### src/rtl/rv_pkg.sv
// Shared definitions for the RISC-V core: sequencer states, reset PC,
// the sequential PC step and the ALU control codes also used by decode.
package rv_pkg;

    typedef enum logic [1:0] {
        FETCH = 2'd0,
        EXEC  = 2'd1,
        HALT  = 2'd2
    } seq_state_t;

    localparam logic [31:0] RESET_PC_DEFAULT = 32'h0000_0000;
    localparam logic [31:0] PC_STEP          = 32'd4;

    localparam logic [3:0] ALU_ADD    = 4'h0;
    localparam logic [3:0] ALU_SUB    = 4'h1;
    localparam logic [3:0] ALU_SLL    = 4'h2;
    localparam logic [3:0] ALU_SLT    = 4'h3;
    localparam logic [3:0] ALU_SLTU   = 4'h4;
    localparam logic [3:0] ALU_XOR    = 4'h5;
    localparam logic [3:0] ALU_SRL    = 4'h6;
    localparam logic [3:0] ALU_SRA    = 4'h7;
    localparam logic [3:0] ALU_OR     = 4'h8;
    localparam logic [3:0] ALU_AND    = 4'h9;
    localparam logic [3:0] ALU_PASS_B = 4'hA;

endpackage

### src/rtl/next_pc_calc.sv
// Combinational next-PC selection (jalr > jal > taken branch > pc+4)
// together with the misaligned-target check.
module next_pc_calc
    import rv_pkg::*;
(
    input  logic [31:0] pc,
    input  logic [31:0] imm,
    input  logic [31:0] alu_result,
    input  logic        is_branch,
    input  logic        is_jal,
    input  logic        is_jalr,
    input  logic        branch_condition,
    output logic [31:0] target,
    output logic        misaligned
);

    always_comb begin
        target = pc + PC_STEP;
        if (is_jalr) begin
            target = alu_result & ~32'h0000_0001;
        end else if (is_jal || (is_branch && branch_condition)) begin
            target = pc + imm;
        end
    end

    assign misaligned = (target[1:0] != 2'b00);

endmodule

### src/rtl/pc_sequencer.sv
// Program-counter and fetch sequencer: fetches over a req/rvalid handshake,
// holds the instruction until commit, then advances the PC or traps.
module pc_sequencer
    import rv_pkg::*;
#(
    parameter logic [31:0] RESET_PC = RESET_PC_DEFAULT
) (
    input  logic        clk,
    input  logic        rst_n,
    output logic        imem_req,
    output logic [31:0] imem_addr,
    input  logic        imem_rvalid,
    input  logic [31:0] imem_rdata,
    output logic [31:0] instr,
    output logic        instr_valid,
    output logic [31:0] pc,
    output logic [31:0] pc_plus4,
    input  logic        commit,
    input  logic        is_branch,
    input  logic        is_jal,
    input  logic        is_jalr,
    input  logic [31:0] imm,
    input  logic [31:0] alu_result,
    input  logic        branch_condition,
    output logic        trap,
    output logic [31:0] trap_pc,
    output logic [63:0] instret
);

    seq_state_t  state, state_n;
    logic [31:0] pc_q, pc_n;
    logic [31:0] instr_q, instr_n;
    logic [63:0] instret_q, instret_n;
    logic        trap_q, trap_n;
    logic [31:0] trap_pc_q, trap_pc_n;
    logic [31:0] target;
    logic        misaligned;

    next_pc_calc u_next_pc_calc (
        .pc               (pc_q),
        .imm              (imm),
        .alu_result       (alu_result),
        .is_branch        (is_branch),
        .is_jal           (is_jal),
        .is_jalr          (is_jalr),
        .branch_condition (branch_condition),
        .target           (target),
        .misaligned       (misaligned)
    );

    always_ff @(posedge clk or negedge rst_n) begin
        if (!rst_n) begin
            state     <= FETCH;
            pc_q      <= RESET_PC;
            instr_q   <= 32'h0;
            instret_q <= 64'h0;
            trap_q    <= 1'b0;
            trap_pc_q <= 32'h0;
        end else begin
            state     <= state_n;
            pc_q      <= pc_n;
            instr_q   <= instr_n;
            instret_q <= instret_n;
            trap_q    <= trap_n;
            trap_pc_q <= trap_pc_n;
        end
    end

    // Everything holds by default, which covers EXEC stalls and HALT.
    always_comb begin
        state_n   = state;
        pc_n      = pc_q;
        instr_n   = instr_q;
        instret_n = instret_q;
        trap_n    = trap_q;
        trap_pc_n = trap_pc_q;
        unique case (state)
            FETCH: begin
                if (imem_rvalid) begin
                    instr_n = imem_rdata;
                    state_n = EXEC;
                end
            end
            EXEC: begin
                if (commit) begin
                    if (misaligned) begin
                        trap_n    = 1'b1;
                        trap_pc_n = target;
                        state_n   = HALT;
                    end else begin
                        pc_n      = target;
                        instret_n = instret_q + 64'd1;
                        state_n   = FETCH;
                    end
                end
            end
            HALT: begin
            end
            default: begin
                state_n = FETCH;
            end
        endcase
    end

    assign imem_req    = (state == FETCH);
    assign imem_addr   = pc_q;
    assign instr_valid = (state == EXEC);
    assign instr       = instr_q;
    assign pc          = pc_q;
    assign pc_plus4    = pc_q + PC_STEP;
    assign trap        = trap_q;
    assign trap_pc     = trap_pc_q;
    assign instret     = instret_q;

endmodule

### config.mk
export PLATFORM = sky130hd
export DESIGN_NAME = pc_sequencer
export DESIGN_NICKNAME = d
export VERILOG_FILES = /design/src/rtl/rv_pkg.sv /design/src/rtl/next_pc_calc.sv /design/src/rtl/pc_sequencer.sv
export SDC_FILE = /design/constraint.sdc
export NUM_CORES = 1
export LEC_CHECK = 0
export ABC_AREA = 1
export BUFFER_PORTS_ARGS = -buffer_cell sky130_fd_sc_hd__buf_4
export CORE_MARGIN = 5
export CORE_UTILIZATION = 41
export CTS_CLUSTER_SIZE = 16
export DETAILED_ROUTE_END_ITERATION = 8
export PLACE_DENSITY = 0.63
export SYNTH_ARGS = -nofsm -noshare
export SYNTH_HDL_FRONTEND = slang
export SYNTH_SLANG_ARGS = --single-unit
### constraint.sdc
create_clock -name clk -period 3.1 [get_ports clk]
set_input_delay 0.62 -clock clk [delete_from_list [all_inputs] [get_ports clk]]
set_output_delay 0.62 -clock clk [all_outputs]
set_load 0.01 [all_outputs]
== Yosys cells after proc, flatten, opt, wreduce, memory -nomap -nowiden ==
Cells that the tools add are included.

* $add $sub $neg: 3
* Multiply operators: 0
* Divide/modulo/power cells: 0
* Order comparisons: 0
* Eq/ne operators: 4
* Shift-type cells: 0
* Multiplexer cells: 6
* Bitwise gates (word level): 2
* Reductions and logical operators: 8

{| class="wikitable"
|+ Operators by type and width
! operator !! count
|-
| adder 64 x 1 -> 64 bit, second input constant || 1
|-
| two-way mux 32 bit || 2
|-
| adder 32 x 3 -> 32 bit, second input constant || 1
|-
| adder 32 bit || 1
|-
| AND reduction 3 bit || 3
|-
| two-way mux 2 bit || 3
|-
| one-hot mux 2 bit (3 select lines) || 1
|-
| != test 2 x 1 -> 1 bit, second input constant || 2
|-
| == test 2 x 1 -> 1 bit, second input constant || 1
|-
| == test 2 bit, second input constant || 1
|-
| zero test 2 bit || 1
|-
| inverter 1 bit || 2
|-
| AND reduction 2 bit || 1
|-
| nonzero test 2 bit || 1
|-
| logical AND 1 bit || 1
|-
| logical OR 1 bit || 1
|}

* Bits in registers: 163
* Latch bits: 0
* Bits in writable memories: 0
* Bits in read-only memories: 0
* Input port bits: 104
* Output and inout port bits: 227
* Word-level logic and storage cells: 29
* Memories kept: 0

== Longest topological paths before layout ==
Gate-level depths: netlist of run 1.

* Depth after elaboration: 8
* Gate-level depth with buffers: 15
* Depth with buffers taken out: 15

== Cells and area by module ==
From an unflattened synthesis of run 1, not the netlist that was laid out.

* Cell total of the unflattened synthesis: 1807
* Area total of the unflattened synthesis: 12404.4 um^2

{| class="wikitable"
|+ Modules (own cells, without submodules)
! module !! instances !! cells each !! area each (um^2) !! sequential area each (um^2)
|-
| pc_sequencer || 1 || 1016 || 8632.0 || 4078.9
|-
| next_pc_calc || 1 || 791 || 3772.4 || 0.0
|}

== Worst setup path after synthesis of run 1 ==
No wires, ideal clock.

* Path kind: input-to-reg
* Start: in imm[0]
* End: reg trap_pc_q[3] (netlist: trap_pc[3])
* Arrival: 2.156 ns
* Setup slack: 0.812 ns
* Cell stages on the path: 11
* Buffers on the path: 2
* Path through: ha_1 fa_1 nand2_1 nand3_1 o21ai_2 nand2_2 inv_1 nor2_1 buf_2 buf_2 a31oi_1

* Word-level cells in the longest chain between the ends: 5

{| class="wikitable"
|+ Ends and longest elaborated chain
! item !! RTL line !! source
|-
| from (decl) || pc_sequencer.sv:22 || <nowiki>input logic [31:0] imm,</nowiki>
|-
| adder 32 bit * || next_pc_calc.sv:22 || <nowiki>target = pc + imm;</nowiki>
|-
| two-way mux 32 bit * || next_pc_calc.sv:21 || <nowiki>end else if (is_jal || (is_branch && branch_condition)) begin</nowiki>
|-
| two-way mux 32 bit * || next_pc_calc.sv:19 || <nowiki>if (is_jalr) begin</nowiki>
|-
| nonzero test 2 bit || next_pc_calc.sv:26 || <nowiki>assign misaligned = (target[1:0] != 2'b00);</nowiki>
|-
| AND reduction 3 bit (no line) || n/a ||
|-
| to (signal assigned) || pc_sequencer.sv:65 || <nowiki>trap_pc_q <= trap_pc_n;</nowiki>
|-
| to (decl) || pc_sequencer.sv:35 || <nowiki>logic [31:0] trap_pc_q, trap_pc_n;</nowiki>
|}

Every way passes the cells marked *; elsewhere a longest branch is shown, timed or not.
A chain may end at the register's enable or synchronous reset.

== Worst setup path in the final report of run 1 ==
* Start: reg pc_q[11] (netlist: imem_addr[11])
* End: out pc_plus4[13]

* Word-level cells in the longest chain between the ends: 1

{| class="wikitable"
|+ Ends and longest elaborated chain
! item !! RTL line !! source
|-
| from (decl) || pc_sequencer.sv:31 || <nowiki>logic [31:0] pc_q, pc_n;</nowiki>
|-
| from (signal assigned) || pc_sequencer.sv:61 || <nowiki>pc_q <= pc_n;</nowiki>
|-
| adder 32 x 3 -> 32 bit || pc_sequencer.sv:110 || <nowiki>assign pc_plus4 = pc_q + PC_STEP;</nowiki>
|-
| to (decl) || pc_sequencer.sv:17 || <nowiki>output logic [31:0] pc_plus4,</nowiki>
|}

Every way passes these cells.

==> run metrics, run 1 <==
Sum Neg Setup Slack=0 ps; Yosys top cell by area=dfrtp_1; gr usage total=0.262; CP Data Required Time=2480 ps; post-synthesis compound-gate area fraction=0.0507; DRC viols=0; Arr. time, crit path=2350 ps; most frequent cells in the layout=nand2_1, buf_4, inv_1; clk_skew=15.4 ps; CTS buffer count=17; unrepaired setup endpoints after global routing=false; crit path capture type=primary output; initial antenna violation count=1; Die Wd=180 um; Hold Buf Count CTS=0; die area=between 30000 and 40000 um^2; Final min period=around 3000 ps; Comb pwr share=0.528; Syn Nets=1885; vias per std cell=5.19; Via Count=12747; top sig layer=met5; I/O Buffers=about 330; maximum clock path buffer count=2; crit path max fanout=7; main combinational cell family by area after synthesis=simple AND/OR/NAND/NOR gates; FMAX=337 MHz; largest net degree at the start of global routing=86; initial drt markers=1011; Seq/Total Area, Yosys=0.345; DPL Wire Length=about 36 mm; latest clock arrival within the worst-skew pair=430 ps; met3 WL=3.39 mm; R2R cell count=11; DR WL met2=21.2 mm; launch point of the critical path=imem_addr[11]; Post-Synth Adder-Cell Area=0.0366; LEAKAGE=a little over 0.008 uW; DRT antenna net count=0; Layout area overhead=29.2%; Worst R2R Setup Slack=460 ps; r2r endpoint=instret[11]; Synth Instances=1747; first-pass GRT wire length=67.6 mm; Final period util=0.957; startpoint types=register; power density over the cells=847 nW/um^2; number of diodes=0; Synth Cell Area=11800 um^2; vias in the first global route=12205; Non-Filler Instances=roughly 2500; XOR/XNOR share of the synthesized area=0.0599; Max rail drop VDD=0.532 mV; hold crit path type=primary input to async pin; Fin. Hold Viols=0; placed insts=between 2000 and 2500; Pre-Repair DR Iteration Count=6; Slew @ Worst Pin=503 ps; CTS root buffer=clkbuf_16; routed metal-1 wirelength=18.5 mm; final max-slew violation count=0; post-synthesis simple-gate area fraction=0.376; outcome=completed; Sequential Power Share=0.290; syn_area_per_cell=6.78 um^2; P_int=7140 uW; # rows=a little over 60; CTS H-tree lvls=4; chip height=180 um; Top Ports=331; layout net count=2195; Cell variety after synth=36; Worst slew margin=0.661; #FFs+latches synth=163; commonest non-fill, non-tap cell in the layout=nand2_1; NetSw=between 5000 and 6000 uW; Final setup violation count=0; RR Startpoint=imem_addr[0]; Initial Util=0.413; Post-CTS Setup Inserts=0; CTS tree=built; Clk pin slew, worst setup/hold paths=70 ps; CTS Sinks=163; Total Wirelength=44.3 mm; post-synthesis mux area share=0.0304; Switching Share=0.449; grt ovf=0; clock power share=0.182; CP Class=register to primary output; Synthesis Warnings=0; Core ar.=about 29000 um^2; Placer Congestion=0.985; max-cap violation count=0; Area contributors post-synth=dfrtp_1, nand2_1, inv_1; top-area cell type share of the netlist area=0.345; wire per inst=18.1 um; layout cells sized above 1=0.226
==> synth_stat cells (all sizes together) <==
cell type / count
clkbuf: 12
nor3b: 2
nor3: 46
nand3b: 19
nor4: 4
dfrtp: 163
nand2: 644
a21o: 2
inv: 204
buf: 60
xor2: 53
xnor2: 28
a21oi: 39
and2: 3
nor2: 159
o21ai: 59
or2: 18
mux2: 32
ha: 33
nand3: 116
nand4: 39
o211ai: 5
a31oi: 2
o21bai: 4
fa: 1
==> critical path, stage by stage, from the launching register on <==
cell	delay, ps
dfrtp_1	610
nand2_1	150
nor2_1	210
nand3_1	150
nor2_1	250
xor2_1	360
buf_4	200
==> per-layer routing <==
| layer | up-vias | GRT usage |
|---|---|---|
| met3 | 69 | 0.0552 |
| met4 | 2 | 0.0744 |
| met1 | 6006 | 0.339 |
| met5 | - | 0 |
| met2 | 560 | 0.446 |
| li1 | 6110 | - |
==> area by class of cell <==
type / count / area [um^2]
flip-flops and latches: 163 / 4080
clock inverters: 14 / 218
inverters: 204 / 766
well taps: 384 / 480
fillers: 2842 / 13300
clock buffers: 18 / 429
multi-input cells: 1308 / 6570
repair buffers: 363 / 2750
==> power by group through the flow <==
stage	sequential (uW)	clock, uW	combinational (uW)
floorplan	3780	0	3600
CTS	3740	2400	6850
global route	3850	2500	7490
finish	3760	2360	6840
global placement	3760	0	6770
detailed placement	3760	0	6830
==> state kept, by name (all words and copies together), names as in the netlist <==
register	cells
instret	64
imem_addr	32
instr	32
trap_pc	32
state	2
trap	1
==> stage by stage <==
step / cell area [um^2] / hold WS [ps] / total power [uW] / setup slack [ps] / utilization
2_1_floorplan: 11800 / 324 / 7380 / 812 / -
3_3_place_gp: 14600 / 461 / 10500 / 239 / 0.511
3_5_place_dp: 14600 / 462 / 10600 / 203 / 0.511
4_1_cts: 15300 / 0.991 / 13000 / 74.0 / 0.534
5_1_grt: 15300 / 3.31 / 13800 / 3.32 / 0.534
6_report: 15300 / 7.78 / 13000 / 134 / 0.534
==> cells by family (layout without fill, tap and decap cells) <==
| group | count (synthesis) | in the layout |
|---|---|---|
| AO/OA/AOI/OAI | 111 | 111 |
| XOR/XNOR | 81 | 81 |
| adder cells (fa/ha/maj) | 34 | 34 |
| buffers and inverters | 276 | 599 |
| flip-flops | 163 | 163 |
| multiplexers | 32 | 32 |
| AND/OR/NAND/NOR | 1050 | 1050 |
==> what timing repair did <==
| item | in CTS | in global routing |
|---|---|---|
| endpoints found under the setup margin | 3 | 1 |
| resized for setup | 2 | 2 |
| hold endpoints to repair | 0 | 0 |
==> worst max-delay path by stage <==
| stage | end | cells past startpoint | slack [ps] |
|---|---|---|---|
| floorplan | trap_pc[3] | 11 | 810 |
| finish | pc_plus4[13] | 6 | 130 |
| global placement | instret[11] | 12 | 240 |
| global route | pc_plus4[13] | 6 | 3 |
| CTS | pc_plus4[14] | 7 | 70 |
| detailed placement | instret[11] | 12 | 200 |
(Power assumes the default switching activity.)
==> run 2: changes to the inputs <==
--- a/config.mk
+++ b/config.mk
@@ -7,11 +7,12 @@
 export LEC_CHECK = 0
 export ABC_AREA = 1
 export BUFFER_PORTS_ARGS = -buffer_cell sky130_fd_sc_hd__buf_4
-export CORE_MARGIN = 5
+export CORE_MARGIN = 10
 export CORE_UTILIZATION = 41
 export CTS_CLUSTER_SIZE = 16
 export DETAILED_ROUTE_END_ITERATION = 8
 export PLACE_DENSITY = 0.63
+export SETUP_SLACK_MARGIN = 0.02
 export SYNTH_ARGS = -nofsm -noshare
 export SYNTH_HDL_FRONTEND = slang
 export SYNTH_SLANG_ARGS = --single-unit
==> run 2 against run 1 <==
Register-to-register slack better by 30 ps. Cell count about the same. Critical path depth up 1. Combinational power rose by 1%. Via count decreased by 0.26%. Global-route usage increased by 0.13 points. Largest cell class unchanged.
==> run metrics, run 2 (synthesized netlist as in run 1, its figures left out) <==
max reg flops=64; CTS buffer count=17; gr usage total=0.264; vias per std cell=5.18; initial drt markers=1007; Slew @ Worst Pin=751 ps; chip height=190 um; CP Class=register to primary output; Top Ports=331; CTS Sinks=roughly 160; DRC viols=0; dpl ws=around 320 ps; # rows=62; Final WS setup=81.6 ps; outcome=completed; die area=36100 um^2; wire per inst=a little under 20 um; CTS root buffer=clkbuf_16; unrepaired setup endpoints after global routing=true; first-pass GRT wire length=~74 mm; startpoint types=register; CTS H-tree lvls=4; Die Wd=between 150 and 200 um; Placer Congestion=0.957; FMAX=331 MHz; maximum clock path buffer count=2; Via Count=12714; DPL Wire Length=39.6 mm; crit path capture type=primary output; Total Wirelength=48.9 mm; max-cap violation count=0; Area after DPL=14600 um^2; most frequent cells in the layout=nand2_1, buf_4, inv_1; Final setup violation count=0; R2R cell count=12; largest net degree at the start of global routing=74; Max rail drop VDD=0.538 mV; I/O Buffers=329; hold crit path type=primary input to async pin; commonest non-fill, non-tap cell in the layout=nand2_1; Worst R2R Setup Slack=490 ps; Clk pin slew, worst setup/hold paths=70 ps; grt ovf=0; Arr. time, crit path=roughly 2400 ps; Final period util=0.974; layout net count=2194; final max-slew violation count=0; Layout area overhead=29.0%; DRT antenna net count=0; Fin. Hold Viols=0; LEAKAGE=0.00804 uW; fin area=approximately 15000 um^2; crit path max fanout=6; CTS tree=built; latest clock arrival within the worst-skew pair=440 ps; vias in the first global route=12567; CP Data Required Time=2480 ps; Worst slew margin=0.499; Initial Util=0.413; initial antenna violation count=3; clk_skew=13.9 ps; power density over the cells=~840 nW/um^2; Sum Neg Setup Slack=0 ps; Core ar.=28600 um^2; Pre-Repair DR Iteration Count=5; layout cells sized above 1=0.228; Final min period=between 3000 and 4000 ps
run 2: cell count changes in the layout (fill, tap and decap cells not counted), sizes merged:
cell,before,now
bufinv,4,1
inv,211,210
clkinv,2,6
buf,363,362
diode,0,2
run 2: critical path, cell delays in order, from the launching register on:
cell and delay, ps:
dfrtp_1 430, buf_4 210, nand3_2 230, nor2_4 220
nand2_2 150, nor2_1 140, xor2_1 380, buf_4 200
run 2: repair_timing:
action                                 in CTS  in global routing
pin swaps                                   0                  0
gates resized for setup                     1                  7
setup endpoints to repair                   1                  8
buffers inserted                            0                  1
hold buffers                                0                  0
endpoints found under the hold margin       0                  0
run 2: area by class of cell:
class                      instances  area, um^2
antenna                            2        5.00
sequential                       163        4090
clock buffer                      18         439
multi-input combinational       1308        6570
fill                            2921       13400
tap                              384         480
inverter                         204         766
timing repair buffer             362        2770
clock inverter                    14         146
run 2: path summary, 6_finish.rpt:
path                                start            to
max                          imem_addr[2]  pc_plus4[17]
min                                 rst_n   instret[44]
max reg2reg                  imem_addr[0]   instret[11]
min reg2reg                          trap          trap
max in group asynchronous           rst_n  imem_addr[4]
min in group clk           imem_rdata[10]     instr[10]
run 2: routing by layer:
layer,track usage,routed length [um],vias up
met5,0,13,-
met4,0.0617,949,2
met3,0.0705,4540,67
met2,0.430,22900,544
met1,0.341,20500,5995
li1,-,-,6106
run 2: power by group:
group | total [uW] | internal, uW | switching [uW]
clock network | 2150 | 1160 | 998
logic | 6910 | 2940 | 3980
registers | 3740 | 2830 | 915
total | 12800 | 6920 | 5890
run 2: through the flow:
| step | total power [uW] | hold slack (ps) | util | instances |
|---|---|---|---|---|
| global placement | 10600 | 463 | 0.512 | 2420 |
| CTS | 12800 | 238 | 0.532 | 2452 |
| floorplan | 7380 | 324 | - | 1747 |
| global route | 13700 | 226 | 0.533 | 2454 |
| finish | 12800 | 178 | 0.533 | 2455 |
| detailed placement | 10600 | 464 | 0.512 | 2420 |
